**src/rtl/rxd_fifo_receiver.sv**
```systemverilog
// rxd_fifo_receiver: oversampling UART receiver feeding a first-word-fall-through
// FIFO, with sticky overrun / framing (and optional parity) error flags.
// Optional feature macro: RXD_PARITY_EN adds one even-parity bit after the data bits.
//
// state    | meaning
// ---------+---------------------------------------------------------------
// S_IDLE   | line idle, waiting for a synced falling edge on SDI
// S_START  | half a bit time into the start bit, confirm it is still low
// S_DATA   | sample DATA_BITS data bits, LSB first, one per bit time
// S_PARITY | sample the even-parity bit (RXD_PARITY_EN builds only)
// S_STOP   | sample the stop bit, request a push or flag a framing error
module rxd_fifo_receiver #(
    parameter int CLOCK_FREQ = 100000000,
    parameter int BAUD       = 115200,
    parameter int DATA_BITS  = 8,
    parameter int FIFO_DEPTH = 16
) (
    input  logic                          Clock,
    input  logic                          Reset_n,
    input  logic                          SDI,
    input  logic                          ReadEnable,
    input  logic                          ClearData,
    output logic [DATA_BITS-1:0]          CurrentData,
    output logic                          DataAvailable,
    output logic [$clog2(FIFO_DEPTH):0]   FifoCount,
    output logic                          Overrun,
    output logic                          FramingError,
    output logic                          ParityError
);

    localparam int BIT_TICKS = (CLOCK_FREQ + BAUD / 2) / BAUD;
    localparam int HALF      = BIT_TICKS / 2;
    localparam int CW        = $clog2(BIT_TICKS) + 1;
    localparam int AW        = $clog2(FIFO_DEPTH);
    localparam int IW        = $clog2(DATA_BITS + 1);

    localparam logic [CW-1:0] BIT_C    = CW'(BIT_TICKS);
    localparam logic [CW-1:0] HALF_C   = CW'(HALF);
    localparam logic [CW-1:0] CNT_ONE  = CW'(1);
    localparam logic [IW-1:0] LAST_IDX = IW'(DATA_BITS - 1);
    localparam logic [IW-1:0] IDX_ONE  = IW'(1);
    localparam logic [AW-1:0] PTR_ONE  = AW'(1);
    localparam logic [AW:0]   CNT1_F   = (AW+1)'(1);

    typedef enum logic [2:0] {
        S_IDLE,
        S_START,
        S_DATA,
        S_PARITY,
        S_STOP
    } state_t;

    state_t               state;
    logic [CW-1:0]        cnt;
    logic [IW-1:0]        idx;
    logic [DATA_BITS-1:0] shreg;
    logic                 push_req;
    logic                 frame_err;
    logic                 sdi_meta;
    logic                 sdi_sync;
    logic                 sdi_prev;
    logic                 tick_done;

    logic [DATA_BITS-1:0] mem [FIFO_DEPTH];
    logic [AW-1:0]        wr_ptr;
    logic [AW-1:0]        rd_ptr;
    logic [AW:0]          count;
    logic                 empty;
    logic                 full;
    logic                 do_pop;
    logic                 do_push;

`ifdef RXD_PARITY_EN
    logic                 parity_err;
    logic                 par_bad;
`endif

    assign tick_done = (cnt == CNT_ONE);

    // Two-flop synchroniser plus one history flop for falling-edge detection.
    always_ff @(posedge Clock or negedge Reset_n) begin
        if (!Reset_n) begin
            sdi_meta <= 1'b1;
            sdi_sync <= 1'b1;
            sdi_prev <= 1'b1;
        end else begin
            sdi_meta <= SDI;
            sdi_sync <= sdi_meta;
            sdi_prev <= sdi_sync;
        end
    end

    // Receiver FSM: down-counter times each bit, outputs are one-cycle registered pulses.
    always_ff @(posedge Clock or negedge Reset_n) begin
        if (!Reset_n) begin
            state     <= S_IDLE;
            cnt       <= '0;
            idx       <= '0;
            shreg     <= '0;
            push_req  <= 1'b0;
            frame_err <= 1'b0;
`ifdef RXD_PARITY_EN
            parity_err <= 1'b0;
            par_bad    <= 1'b0;
`endif
        end else begin
            push_req  <= 1'b0;
            frame_err <= 1'b0;
`ifdef RXD_PARITY_EN
            parity_err <= 1'b0;
`endif
            case (state)
                S_IDLE: begin
                    if (sdi_prev && !sdi_sync) begin
                        cnt   <= HALF_C;
                        state <= S_START;
                    end
                end
                S_START: begin
                    if (tick_done) begin
                        if (!sdi_sync) begin
                            cnt   <= BIT_C;
                            idx   <= '0;
                            state <= S_DATA;
`ifdef RXD_PARITY_EN
                            par_bad <= 1'b0;
`endif
                        end else begin
                            state <= S_IDLE;
                        end
                    end else begin
                        cnt <= cnt - CNT_ONE;
                    end
                end
                S_DATA: begin
                    if (tick_done) begin
                        shreg <= {sdi_sync, shreg[DATA_BITS-1:1]};
                        cnt   <= BIT_C;
                        if (idx == LAST_IDX) begin
`ifdef RXD_PARITY_EN
                            state <= S_PARITY;
`else
                            state <= S_STOP;
`endif
                        end else begin
                            idx <= idx + IDX_ONE;
                        end
                    end else begin
                        cnt <= cnt - CNT_ONE;
                    end
                end
`ifdef RXD_PARITY_EN
                S_PARITY: begin
                    if (tick_done) begin
                        par_bad    <= (^shreg) ^ sdi_sync;
                        parity_err <= (^shreg) ^ sdi_sync;
                        cnt        <= BIT_C;
                        state      <= S_STOP;
                    end else begin
                        cnt <= cnt - CNT_ONE;
                    end
                end
`endif
                S_STOP: begin
                    if (tick_done) begin
                        state <= S_IDLE;
                        if (sdi_sync) begin
`ifdef RXD_PARITY_EN
                            push_req <= !par_bad;
`else
                            push_req <= 1'b1;
`endif
                        end else begin
                            frame_err <= 1'b1;
                        end
                    end else begin
                        cnt <= cnt - CNT_ONE;
                    end
                end
                default: state <= S_IDLE;
            endcase
        end
    end

    assign empty   = (count == '0);
    assign full    = count[AW];
    assign do_pop  = ReadEnable && !empty;
    assign do_push = push_req && (!full || do_pop);

    // FIFO pointers and occupancy; a flush overrides any push or pop that cycle.
    always_ff @(posedge Clock or negedge Reset_n) begin
        if (!Reset_n) begin
            wr_ptr <= '0;
            rd_ptr <= '0;
            count  <= '0;
        end else if (ClearData) begin
            wr_ptr <= '0;
            rd_ptr <= '0;
            count  <= '0;
        end else begin
            if (do_push) wr_ptr <= wr_ptr + PTR_ONE;
            if (do_pop)  rd_ptr <= rd_ptr + PTR_ONE;
            if (do_push && !do_pop)      count <= count + CNT1_F;
            else if (!do_push && do_pop) count <= count - CNT1_F;
        end
    end

    // FIFO storage; no reset needed since empty entries are masked at the output.
    always_ff @(posedge Clock) begin
        if (do_push && !ClearData) mem[wr_ptr] <= shreg;
    end

    // Sticky error flags, cleared only by flush or reset.
    always_ff @(posedge Clock or negedge Reset_n) begin
        if (!Reset_n) begin
            Overrun      <= 1'b0;
            FramingError <= 1'b0;
        end else if (ClearData) begin
            Overrun      <= 1'b0;
            FramingError <= 1'b0;
        end else begin
            if (push_req && full && !do_pop) Overrun <= 1'b1;
            if (frame_err) FramingError <= 1'b1;
        end
    end

`ifdef RXD_PARITY_EN
    // Sticky parity flag.
    always_ff @(posedge Clock or negedge Reset_n) begin
        if (!Reset_n)        ParityError <= 1'b0;
        else if (ClearData)  ParityError <= 1'b0;
        else if (parity_err) ParityError <= 1'b1;
    end
`else
    assign ParityError = 1'b0;
`endif

    assign CurrentData   = empty ? '0 : mem[rd_ptr];
    assign DataAvailable = !empty;
    assign FifoCount     = count;

endmodule

```
**config.mk**
```make
export PLATFORM = sky130hd
export DESIGN_NAME = rxd_fifo_receiver
export DESIGN_NICKNAME = d
export VERILOG_FILES = /design/src/rtl/rxd_fifo_receiver.sv
export SDC_FILE = /design/constraint.sdc
export NUM_CORES = 1
export LEC_CHECK = 0
export CORE_AREA = 2 2 199 103
export DETAILED_ROUTE_END_ITERATION = 12
export DIE_AREA = 0 0 201 105
export GPL_TIMING_DRIVEN = 0
export RECOVER_POWER = 50
export SLEW_MARGIN = 15
export SYNTH_ARGS = -nofsm -noshare
export SYNTH_HDL_FRONTEND = slang
export SYNTH_SLANG_ARGS = --single-unit
```
**constraint.sdc**
```tcl
create_clock -name Clock -period 3.5 [get_ports Clock]
set_clock_uncertainty 0.2 [all_clocks]
set_input_delay 1.05 -clock Clock [delete_from_list [all_inputs] [get_ports Clock]]
set_output_delay 1.05 -clock Clock [all_outputs]
set_load 0.02 [all_outputs]
```
; ---- After elaboration in Yosys (flattened, before gate mapping)
; Memories as Yosys holds them, arrays and structs flattened.
; Cells that the tools add are included.
[word_totals]
ff_bits = 46
mem_bits_rw = 128
inputBits = 5
output_inout_bits = 17
word_cells = 101
n_memories = 1
[mem_list]
columns = name, depth, width, read_ports, rd_clocked_by_memory_dff, write_ports, line
row1 = mem, 16, 8, 1, 0, 1, 64  ; logic [DATA_BITS-1:0] mem [FIFO_DEPTH];
[classes]
addsub = 6
eq_ne = 14
mux = 38
reduce_logical = 28
[op_table]
columns = cell, n
row1 = 11-bit 2-to-1 mux, 5
row2 = 11-bit case mux with 4 select lines, 1
row3 = 4-bit 2-to-1 mux, 8
row4 = 2-bit inequality test (second input constant), 8
row5 = 3-bit 2-to-1 mux, 5
row6 = 5-bit 2-to-1 mux, 3
row7 = 4-bit by 1-bit adder with 4-bit output (second input constant), 3
row8 = 1-bit 2-to-1 mux, 12
row9 = 3-bit case mux with 4 select lines, 1
row10 = 11-bit by 1-bit == test with 1-bit output (second input constant), 1
row11 = 11-bit by 1-bit subtractor with 11-bit output (second input constant), 1
row12 = 5-bit AND reduction, 2
row13 = 2-bit nonzero test, 5
row14 = 1-bit logical AND, 8
row15 = 8-bit 2-to-1 mux, 1
row16 = 4-bit case mux with 2 select lines, 1
row17 = 1-bit zero test, 6
row18 = 5-bit by 1-bit adder with 5-bit output (second input constant), 1
row19 = 5-bit zero test, 1
row20 = 5-bit by 1-bit subtractor with 5-bit output (second input constant), 1
row21 = 4-bit by 3-bit == test with 1-bit output (second input constant), 1
row22 = 4-bit AND reduction, 1
row23 = 4-bit nonzero test, 1
row24 = 3-bit by 1-bit == test with 1-bit output (second input constant), 1
row25 = 8 further kinds, 8

; ---- Depth between registers and ports, before layout
; Gate-level depths: netlist of run 1.
[depth]
ltp_word = 10
depth_mapped = 9

; ---- Worst setup path after synthesis of run 1
; Ideal clock, no wire load.
[synth_path]
kind = register -> output
from = register rd_ptr[0]
to = output port CurrentData[0]
t_arrival_ps = 1831
setup_slack_ps = 419
path_stages_with_launch = 6
cell_sequence = dfrtp_1 > buf_6 > buf_8 > mux4_1 > mux4_2 > and2_1
[synth_between]
elab_chain_cells = 2
[synth_rtl]
columns = item, line
row1 = "start, declared", 66  ; logic [AW-1:0] rd_ptr;
row2 = "start signal, assigned", 202  ; if (do_pop) rd_ptr <= rd_ptr + PTR_ONE;
row3 = memory read 16 x 8 bit, --
row4 = 8-bit 2-to-1 mux, 238  ; assign CurrentData = empty ? '0 : mem[rd_ptr];
row5 = "end, declared", 23  ; output logic [DATA_BITS-1:0] CurrentData,
; No other way between the ends.

; ---- Worst setup path after layout of run 1
; Ends and elaborated chain as after synthesis.

==> run summary, run 1 <==
CP cell instances: buf_6 > buf_12 > buf_12 > mux4_2 > mux4_2 > and2_4 > buf_6
Synth Area per Inst: 16.15 µm²
Period minus WS final: 3756 ps
critical path's largest stage delay: 550 ps
Final Worst Setup Slack: -255.6 ps
Die Wd: 201 µm
vias per inst: 5.256
Pleak: 3.307 nW
Switching Share: 0.2988
wire length per cell: 19.29 µm
crit path to: CurrentData[0]
Worst-path clk slew: 70 ps
Hold Path Depth: 0
relative slew slack: -0.04872
count of pins over their slew limit: 30
First-pass DRT Iterations: 4
CP Data Required Time: 2250 ps
Synth Area in Compound Gates: 0.04986
simple-gate share of the synthesized area: 0.09711
Clock Power Share: 0.341
first-pass GRT wire length: 24530 µm
main combinational cell family by area after synthesis: multiplexers
Comb pwr share: 0.221
internal power: 0.003832 W
Max clock buf depth: 2
type of the worst setup path: flop to primary output
Top FF cell, synth: edfxtp_1
FMAX: 0.2663 GHz
yosys warns: 0
reg2reg start: FifoCount[1]$_DFFE_PN0P_
Seq pwr share: 0.438
r2r setup slk: 600 ps
Fin Setup TNS: -1546 ps
CP Capture Type: primary output
worst hold slack: 163.6 ps
Sink Count: 174
number of flops mapped to enable cells by yosys: 128
vias in the first global route: 4173
Iteration-0 DRC Markers: 373
layout cells sized above 1: 0.2378
number of CTS-inserted buffers: 17
WP buf/inv: 4
mux contribution to synthesized area: 0.1365
Synth top area share: 0.5022
Starting Density: 0.3979
row count: 36
delay-heaviest family, CP: multiplexers
Tot Pwr: 0.005465 W
Worst Tran Pin Value: 1573 ps
post-synthesis register bit count: 174
Final Hold Fails: 0
area grow syn2layout: 15.91%
Yosys top cell by area: edfxtp_1
Ports: 22
outcome: finished, violations left
hpwl dp: 10070 µm
CTS root buf: clkbuf_16
crit-path max FO: 5
Post-Synthesis Net Count: 492
Die Ht: 105 µm
count of mapped cells out of synthesis: 474
cell area after synthesis: 7654 µm²
via count: 4205
critical path depth: 7
crit path launch type: flop
Design Area, Final: 8871 µm²
# diodes: 0
Async S/R FF share, synth: 0.2644
setup violators final: 8
Critical Path Source: rd_ptr[0]$_DFFE_PN0P_
top-count cell post-synth: edfxtp_1
HP Class: flop to flop
die area: 21110 µm²
MaxCap Viol Count: 1
CTS tree: built
Worst VDD drop: 0.4111 mV
PortBufs: 20
GPL Wtd Cong: 0.7997
Reg2Reg Depth: 9
total wire length after detailed routing: 15430 µm
PwrDens: 616.1 nW/µm²
post-synthesis adder-cell area fraction: 0.02370
RSZ-0062 raised after global routing: true
top cells by count, synth: edfxtp_1 (128), dfrtp_1 (43), nand2_1 (34), nor2_1 (29), mux4_1 (21)
Tot GR Track Use: 0.1552
Final nets: 539
gr ovfl total: 0
initial antenna violation count: 0
synth unique cells: 63
CP max stage cell: mux4_2
Final ANT Viol Nets: 0
period utilization: 1.073
Psw: 0.001633 W
failing checks: max-capacitance violations, max-slew violations, negative setup slack
Synth Area in XOR/XNOR: 0.01030
H-tree Lvls: 4
hold buffer count at cts: 0
CP arrival: 2510 ps
reg2reg end: FifoCount[4]$_DFFE_PN0P_
utilization after layout: 0.4612
largest net degree at the start of global routing: 30
largest cells by area after synthesis: edfxtp_1 (50%), dfrtp_1 (14%), mux4_1 (7.2%)
DRC Markers: 0
core area: 19230 µm²
DP Area: 8219 µm²
worst skew pair latency: 420 ps
post-synthesis sequential area ratio: 0.6531
==> routing by layer <==
layer	vias to the layer above	wire length, µm	GRT usage
li1	1937	-	-
met1	2167	6880	0.2106
met2	91	7449	0.2481
met3	10	986	0.04055
met4	0	116	0.04339
met5	-	0	0
==> repair_timing <==
item                       CTS  global route
gates resized for setup     73             6
pin swaps                    4             2
setup buffers                6             0
setup endpoints to repair    9            10
gates cloned                 1             0
==> worst min-delay path by stage <==
stage                                   from  slack [ps]                  to
after floorplan           sdi_meta$_DFF_PN1_         150  sdi_sync$_DFF_PN1_
after global placement    sdi_meta$_DFF_PN1_         150  sdi_sync$_DFF_PN1_
after detailed placement  sdi_meta$_DFF_PN1_         150  sdi_sync$_DFF_PN1_
after CTS                 sdi_meta$_DFF_PN1_         160  sdi_sync$_DFF_PN1_
after global routing      sdi_meta$_DFF_PN1_         170  sdi_sync$_DFF_PN1_
final                     sdi_meta$_DFF_PN1_         160  sdi_sync$_DFF_PN1_
==> cell families after synthesis <==
group | Yosys count
flip-flops | 174
multiplexers | 46
AND/OR/NAND/NOR | 144
other | 1
AO/OA/AOI/OAI | 56
buffers and inverters | 30
XOR/XNOR | 9
adder cells (fa/ha/maj) | 14
==> worst register-to-register path, cell delays in order (launching register included) <==
cell,delay (ps)
dfrtp_1,460
nor4_4,350
a21o_2,260
nand3_2,160
fa_1,460
a21o_1,190
a21oi_1,260
nor2_1,80
a221oi_1,220
a31oi_1,120
==> final cells by class <==
type | count | area (µm²)
Inverter | 10 | 37.54
Clock buffer | 17 | 425.4
Timing Repair Buffer | 28 | 279.0
Clock inverter | 15 | 168.9
Sequential cell | 174 | 4999
Multi-Input combinational cell | 270 | 2430
Tap cell | 266 | 332.8
Buffer | 20 | 198.9
Fill cell | 1691 | 10360
==> through the flow <==
stage | cells | setup slack [ps]
2_1_floorplan | 474 | 419.2
3_3_place_gp | 760 | -474.1
3_5_place_dp | 762 | -342.7
4_1_cts | 801 | -287.2
5_1_grt | 800 | -311.8
6_report | 800 | -255.6
==> cell usage in the layout, fill, tap and decap left out, types with 5 or more instances in the layout <==
cell type | Yosys | routed
a21oi_1 | 11 | 11
a31oi_1 | 6 | 6
and2_1 | 17 | 9
and2_4 | 0 | 8
buf_4 | 2 | 7
buf_6 | 2 | 11
clkbuf_1 | 5 | 7
clkbuf_16 | 0 | 17
clkbuf_8 | 5 | 5
clkdlybuf4s50_1 | 0 | 9
dfrtp_1 | 43 | 43
edfxtp_1 | 128 | 128
ha_1 | 12 | 12
inv_1 | 10 | 10
inv_8 | 0 | 5
mux4_1 | 21 | 8
mux4_2 | 19 | 32
nand2_1 | 34 | 34
nand2b_1 | 5 | 5
nand3_1 | 14 | 13
nand3b_1 | 5 | 5
nor2_1 | 29 | 29
nor3_1 | 14 | 12
o21ai_0 | 12 | 12
xnor2_1 | 5 | 5
==> power groups by stage <==
stage | clock [W] | sequential [W] | combinational (W)
2_1_floorplan | 0 | 0.00244 | 0.000771
3_3_place_gp | 0 | 0.00243 | 0.00109
3_5_place_dp | 0 | 0.00243 | 0.00110
4_1_cts | 0.00190 | 0.00240 | 0.00124
5_1_grt | 0.00199 | 0.00241 | 0.00132
6_report | 0.00186 | 0.00240 | 0.00121
==> flip-flops by register name, summed over array words and instances (netlist names), 3 cells and up <==
signal     cells
shreg          8
idx            4
wr_ptr         4
cnt           11
mem          128
FifoCount      5
state          3
rd_ptr         4
Note: power is estimated with default switching activity, not from simulation.
==> run 2, diff against run 1 <==
Settings changed: CAP_MARGIN set to 20, CTS_BUF_LIST set to sky130_fd_sc_hd__clkbuf_16, SLEW_MARGIN 15 to not set.
==> run 2 against run 1 <==
The flow still finishes with violations (max-capacitance violations, max-slew violations, negative setup slack). Sequential power barely moved. Non-clock buffer count increased by 3. Count of clock-buffer cells in the layout stayed put. Critical endpoint is now CurrentData[5].
==> run summary, run 2 (synthesis results as in run 1) <==
total wire length after detailed routing: 15510 µm
Starting Density: 0.3979
relative slew slack: -0.05802
Met2 Wirelength: 7431 µm
Final Worst Setup Slack: -275.2 ps
max FFs per register: 128
met1 WL: 7282 µm
most common cell after layout, fill and taps aside: edfxtp_1
FMAX: 0.2649 GHz
Die Ht: 105 µm
metal3 WL: 703 µm
Sink Count: 174
Fillers: 1668
Iteration-0 DRC Markers: 306
Tot GR Track Use: 0.1560
Clock Power Share: 0.334
internal power: 0.003903 W
hold buffer count at cts: 0
commonest cells after routing, fill and taps aside: edfxtp_1 (128), dfrtp_1 (43), nand2_1 (34), mux4_2 (34), nor2_1 (29)
Most flops, register: mem
Worst VDD drop: 0.5598 mV
Period minus WS final: 3775 ps
Final Hold Fails: 0
Psw: 0.001652 W
Final ANT Viol Nets: 0
Comb pwr share: 0.235
worst skew pair latency: 420 ps
RSZ-0062 raised after global routing: true
# diodes: 0
wire length per cell: 19.32 µm
vias per inst: 5.191
max layer used: met4
multi-input logic area: 2417 µm²
CTS tree: built
r2r setup slk: 610 ps
Tot Pwr: 0.005555 W
critical path's largest stage delay: 520 ps
row count: 36
gr ovfl total: 0
crit path launch type: flop
Worst Tran Pin Value: 1587 ps
setup violators final: 8
hpwl dp: 9992 µm
layout cells sized above 1: 0.2439
Reg2Reg Depth: 9
CTS root buf: clkbuf_16
crit-path max FO: 7
core area: 19230 µm²
CP max stage cell: mux4_2
PortBufs: 20
Die Wd: 201 µm
worst hold slack: 163.9 ps
reg2reg end: FifoCount[4]$_DFFE_PN0P_
CP cell instances: buf_12 > buf_12 > buf_16 > mux4_2 > mux4_2 > and2_4 > buf_6
Min-Delay Startpoint: sdi_meta$_DFF_PN1_
Ports: 22
Hold Path Depth: 0
First-pass DRT Iterations: 4
area grow syn2layout: 16.81%
H-tree Lvls: 4
die area: 21110 µm²
Hold Path Sink: sdi_sync$_DFF_PN1_
CP arrival: 2530 ps
largest net degree at the start of global routing: 30
Worst-path clk slew: 70 ps
Final nets: 542
outcome: finished, violations left
CP Capture Type: primary output
placed instance count: 762
Pleak: 3.320 nW
top flop regs: mem x128, cnt x11, shreg x8
vias in the first global route: 4202
Seq pwr share: 0.431
first-pass GRT wire length: 24390 µm
DRC Markers: 0
initial antenna violation count: 0
MaxCap Viol Count: 1
Seq. cell area: 4999 µm²
reg2reg start: FifoCount[1]$_DFFE_PN0P_
number of CTS-inserted buffers: 17
PwrDens: 621.3 nW/µm²
via count: 4168
type of the worst setup path: flop to primary output
CP Data Required Time: 2250 ps
Switching Share: 0.2973
HP Class: flop to flop
count of pins over their slew limit: 30
period utilization: 1.079
Max clock buf depth: 2
failing checks: max-capacitance violations, max-slew violations, negative setup slack
GPL Wtd Cong: 0.7997
non-filler cells, final: 803
==> run 2: cell count changes in the layout (fill, tap and decap cells not counted), moves of 2 or more <==
cell / change
buf_12: +2
buf_16: +2
mux4_1: -2
mux4_2: +2
==> run 2: metal layers <==
| layer | vias to the layer above | global-route usage |
|---|---|---|
| met5 | - | 0 |
| met4 | 0 | 0.04444 |
| met3 | 6 | 0.03712 |
| met2 | 75 | 0.2491 |
| met1 | 2144 | 0.2139 |
| li1 | 1943 | - |
==> run 2: through the flow <==
stage                 util  cell area (µm²)  setup WS [ps]  TNS [ps]
floorplan                -             7654          419.2         0
global placement    0.4256             8187         -474.1    -15610
detailed placement  0.4271             8214         -338.8     -3087
CTS                 0.4657             8957         -302.8     -1951
global route        0.4648             8940         -357.1     -2313
finish              0.4648             8940         -275.2     -1600
==> run 2: cell type report <==
type | count | area share
Sequential cell | 174 | 0.5591
Inverter | 10 | 0.004199
Timing Repair Buffer | 31 | 0.03961
Clock inverter | 15 | 0.01861
Multi-Input combinational cell | 270 | 0.2704
Clock buffer | 17 | 0.04759
Buffer | 20 | 0.02323
Tap cell | 266 | 0.03723
==> run 2: worst max-delay path by stage <==
stage	start	cells after the start	slack (ps)	to
2_1_floorplan	rd_ptr[0]$_DFFE_PN0P_	5	420	CurrentData[0]
3_3_place_gp	ReadEnable	4	-470	mem[3][6]$_DFFE_PP_
3_5_place_dp	rd_ptr[0]$_DFFE_PN0P_	6	-340	CurrentData[1]
4_1_cts	rd_ptr[0]$_DFFE_PN0P_	7	-300	CurrentData[5]
5_1_grt	rd_ptr[0]$_DFFE_PN0P_	7	-360	CurrentData[5]
6_report	rd_ptr[0]$_DFFE_PN0P_	7	-280	CurrentData[5]
==> run 2: power groups by stage <==
stage	registers [W]	logic (W)	clock network, W
6_report	0.00240	0.00130	0.00186
4_1_cts	0.00240	0.00133	0.00189
3_3_place_gp	0.00243	0.00109	0
2_1_floorplan	0.00244	0.000771	0
5_1_grt	0.00241	0.00142	0.00199
3_5_place_dp	0.00243	0.00110	0
==> run 2: timing repair <==
item                       in CTS  in global routing
gates resized for setup        78                  7
pin swaps                       6                  0
setup buffers                   6                  1
setup endpoints to repair       9                 10
cloned                          3                  0
==> run 2: worst max-delay path, delay by kind of cell, from the launching register on <==
kind          cells  cell delay (ps)
flops             1              390
mux               2             1020
buf+inv           4              530
simple gates      1              160
==> run 3, diff against run 2 <==
Settings changed: ABC_AREA set to 0, CORE_AREA 2 2 199 103 to 10 10 207 111, CTS_CLUSTER_DIAMETER set to 80, DIE_AREA 0 0 201 105 to 0 0 217 121.
==> run 3 against run 2 <==
The flow still finishes with violations (max-capacitance violations, max-slew violations, negative setup slack). Combinational power about the same. Cell area rose by 0.43%. Setup slack improved by 37 ps. Die area up 24%. Non-clock buffer count grew 5. Final cell count grew 0.62%. Clock power about the same. Register-to-register slack got worse by 30 ps. Hold slack got worse by 1.7 ps. Count of clock-buffer cells in the layout unchanged. Critical path type unchanged. Highest routed layer unchanged.
==> run summary, run 3 (synthesis results as in run 1) <==
# diodes: 0
first-pass GRT wire length: 24940 µm
FMAX: 0.2675 GHz
First-pass DRT Iterations: 4
most common cell after layout, fill and taps aside: edfxtp_1
crit path launch type: flop
Iteration-0 DRC Markers: 330
layout cells sized above 1: 0.2565
crit path to: CurrentData[7]
hpwl dp: 10150 µm
Min-Delay Startpoint: sdi_meta$_DFF_PN1_
Max clock buf depth: 2
vias per inst: 5.157
H-tree Lvls: 4
Pleak: 3.340 nW
reg2reg start: FifoCount[0]$_DFFE_PN0P_
Ports: 22
PortBufs: 20
vias in the first global route: 4251
CTS tree: built
DRC Markers: 0
Most flops, register: mem
via count: 4167
core area: 19280 µm²
failing checks: max-capacitance violations, max-slew violations, negative setup slack
GPL Wtd Cong: 0.7564
number of CTS-inserted buffers: 17
period utilization: 1.068
HP Class: flop to flop
Tot GR Track Use: 0.1235
crit-path max FO: 7
Fillers: 1705
r2r setup slk: 580 ps
Period minus WS final: 3738 ps
PwrDens: 620.0 nW/µm²
outcome: finished, violations left
CP arrival: 2490 ps
Critical Path Source: rd_ptr[0]$_DFFE_PN0P_
max FFs per register: 128
Final nets: 547
total wire length after detailed routing: 15560 µm
die area: 26260 µm²
row count: 36
type of the worst setup path: flop to primary output
Worst VDD drop: 0.3499 mV
gr ovfl total: 0
Final Hold Fails: 0
multi-input logic area: 2425 µm²
area grow syn2layout: 17.31%
setup violators final: 8
Worst Tran Pin Value: 1513 ps
MaxCap Viol Count: 1
CP Data Required Time: 2250 ps
Starting Density: 0.3970
Die Ht: 121 µm
CP Capture Type: primary output
Sink Count: 174
count of pins over their slew limit: 29
utilization after layout: 0.4657
largest net degree at the start of global routing: 29
commonest cells after routing, fill and taps aside: edfxtp_1 (128), dfrtp_1 (43), mux4_2 (35), nand2_1 (34), nor2_1 (29)
top flop regs: mem x128, cnt x11, shreg x8
RSZ-0062 raised after global routing: true
Final Worst Setup Slack: -238.4 ps
Worst-path clk slew: 70 ps
initial antenna violation count: 0
relative slew slack: -0.008570
Reg2Reg Depth: 9
Setup WS pre-CTS: -351.2 ps
wire length per cell: 19.26 µm
Die Wd: 217 µm
CTS root buf: clkbuf_16
Final ANT Viol Nets: 0
reg2reg end: FifoCount[4]$_DFFE_PN0P_
Seq. cell area: 4999 µm²
worst skew pair latency: 430 ps
Tot Pwr: 0.005567 W
## run 3: power breakdown
part           switching, W  internal, W  total [W]
clock              0.000890     0.000961    0.00185
sequential         0.000118      0.00228    0.00240
combinational      0.000627     0.000687    0.00131
total               0.00164      0.00393    0.00557
## run 3: worst min path at each step
stage | endpoint | slack, ps | depth (start not counted)
floorplan | sdi_sync$_DFF_PN1_ | 150 | 0
detailed placement | sdi_sync$_DFF_PN1_ | 150 | 0
global placement | sdi_sync$_DFF_PN1_ | 150 | 0
CTS | sdi_sync$_DFF_PN1_ | 160 | 0
global route | sdi_sync$_DFF_PN1_ | 170 | 0
finish | sdi_sync$_DFF_PN1_ | 160 | 0
## run 3: repair_timing
| action | 4_1_cts | 5_1_grt |
|---|---|---|
| hold buffers | 0 | 0 |
| cloned | 2 | 0 |
| setup buffers | 12 | 2 |
| resized for setup | 80 | 6 |
| pin swaps | 8 | 0 |
| endpoints found under the setup margin | 9 | 10 |
## run 3: worst max-delay path, cell delays in order, from the launching register on
cell and delay (ps):
dfrtp_1 390, buf_12 160, buf_12 130, buf_12 100, mux4_2 520, mux4_2 480
and2_4 150, buf_6 120
## run 3: final cells by class
type                       count  area share
tap                          266     0.03707
multi-input combinational    270      0.2701
clock buffer                  17     0.04738
clock inverter                15     0.01826
buffer                        20     0.02313
timing repair buffer          36     0.04320
sequential                   174      0.5567
inverter                      10    0.004181
## run 3: per-layer routing
layer | global-route usage | routed length (µm) | up-vias
met5 | 0 | 0 | -
met4 | 0.02996 | 96 | 0
met3 | 0.03011 | 569 | 7
met2 | 0.1947 | 7431 | 60
met1 | 0.1690 | 7462 | 2150
li1 | - | - | 1950
## run 3: stage by stage
step,hold slack (ps),cell area [µm²],setup TNS [ps],std cells
detailed placement,146.8,8212,-8539,761
floorplan,145.2,7654,0,474
CTS,157.3,8995,-1991,807
global route,167.9,8979,-2408,808
global placement,148.0,8187,-21550,760
finish,162.2,8979,-1712,808
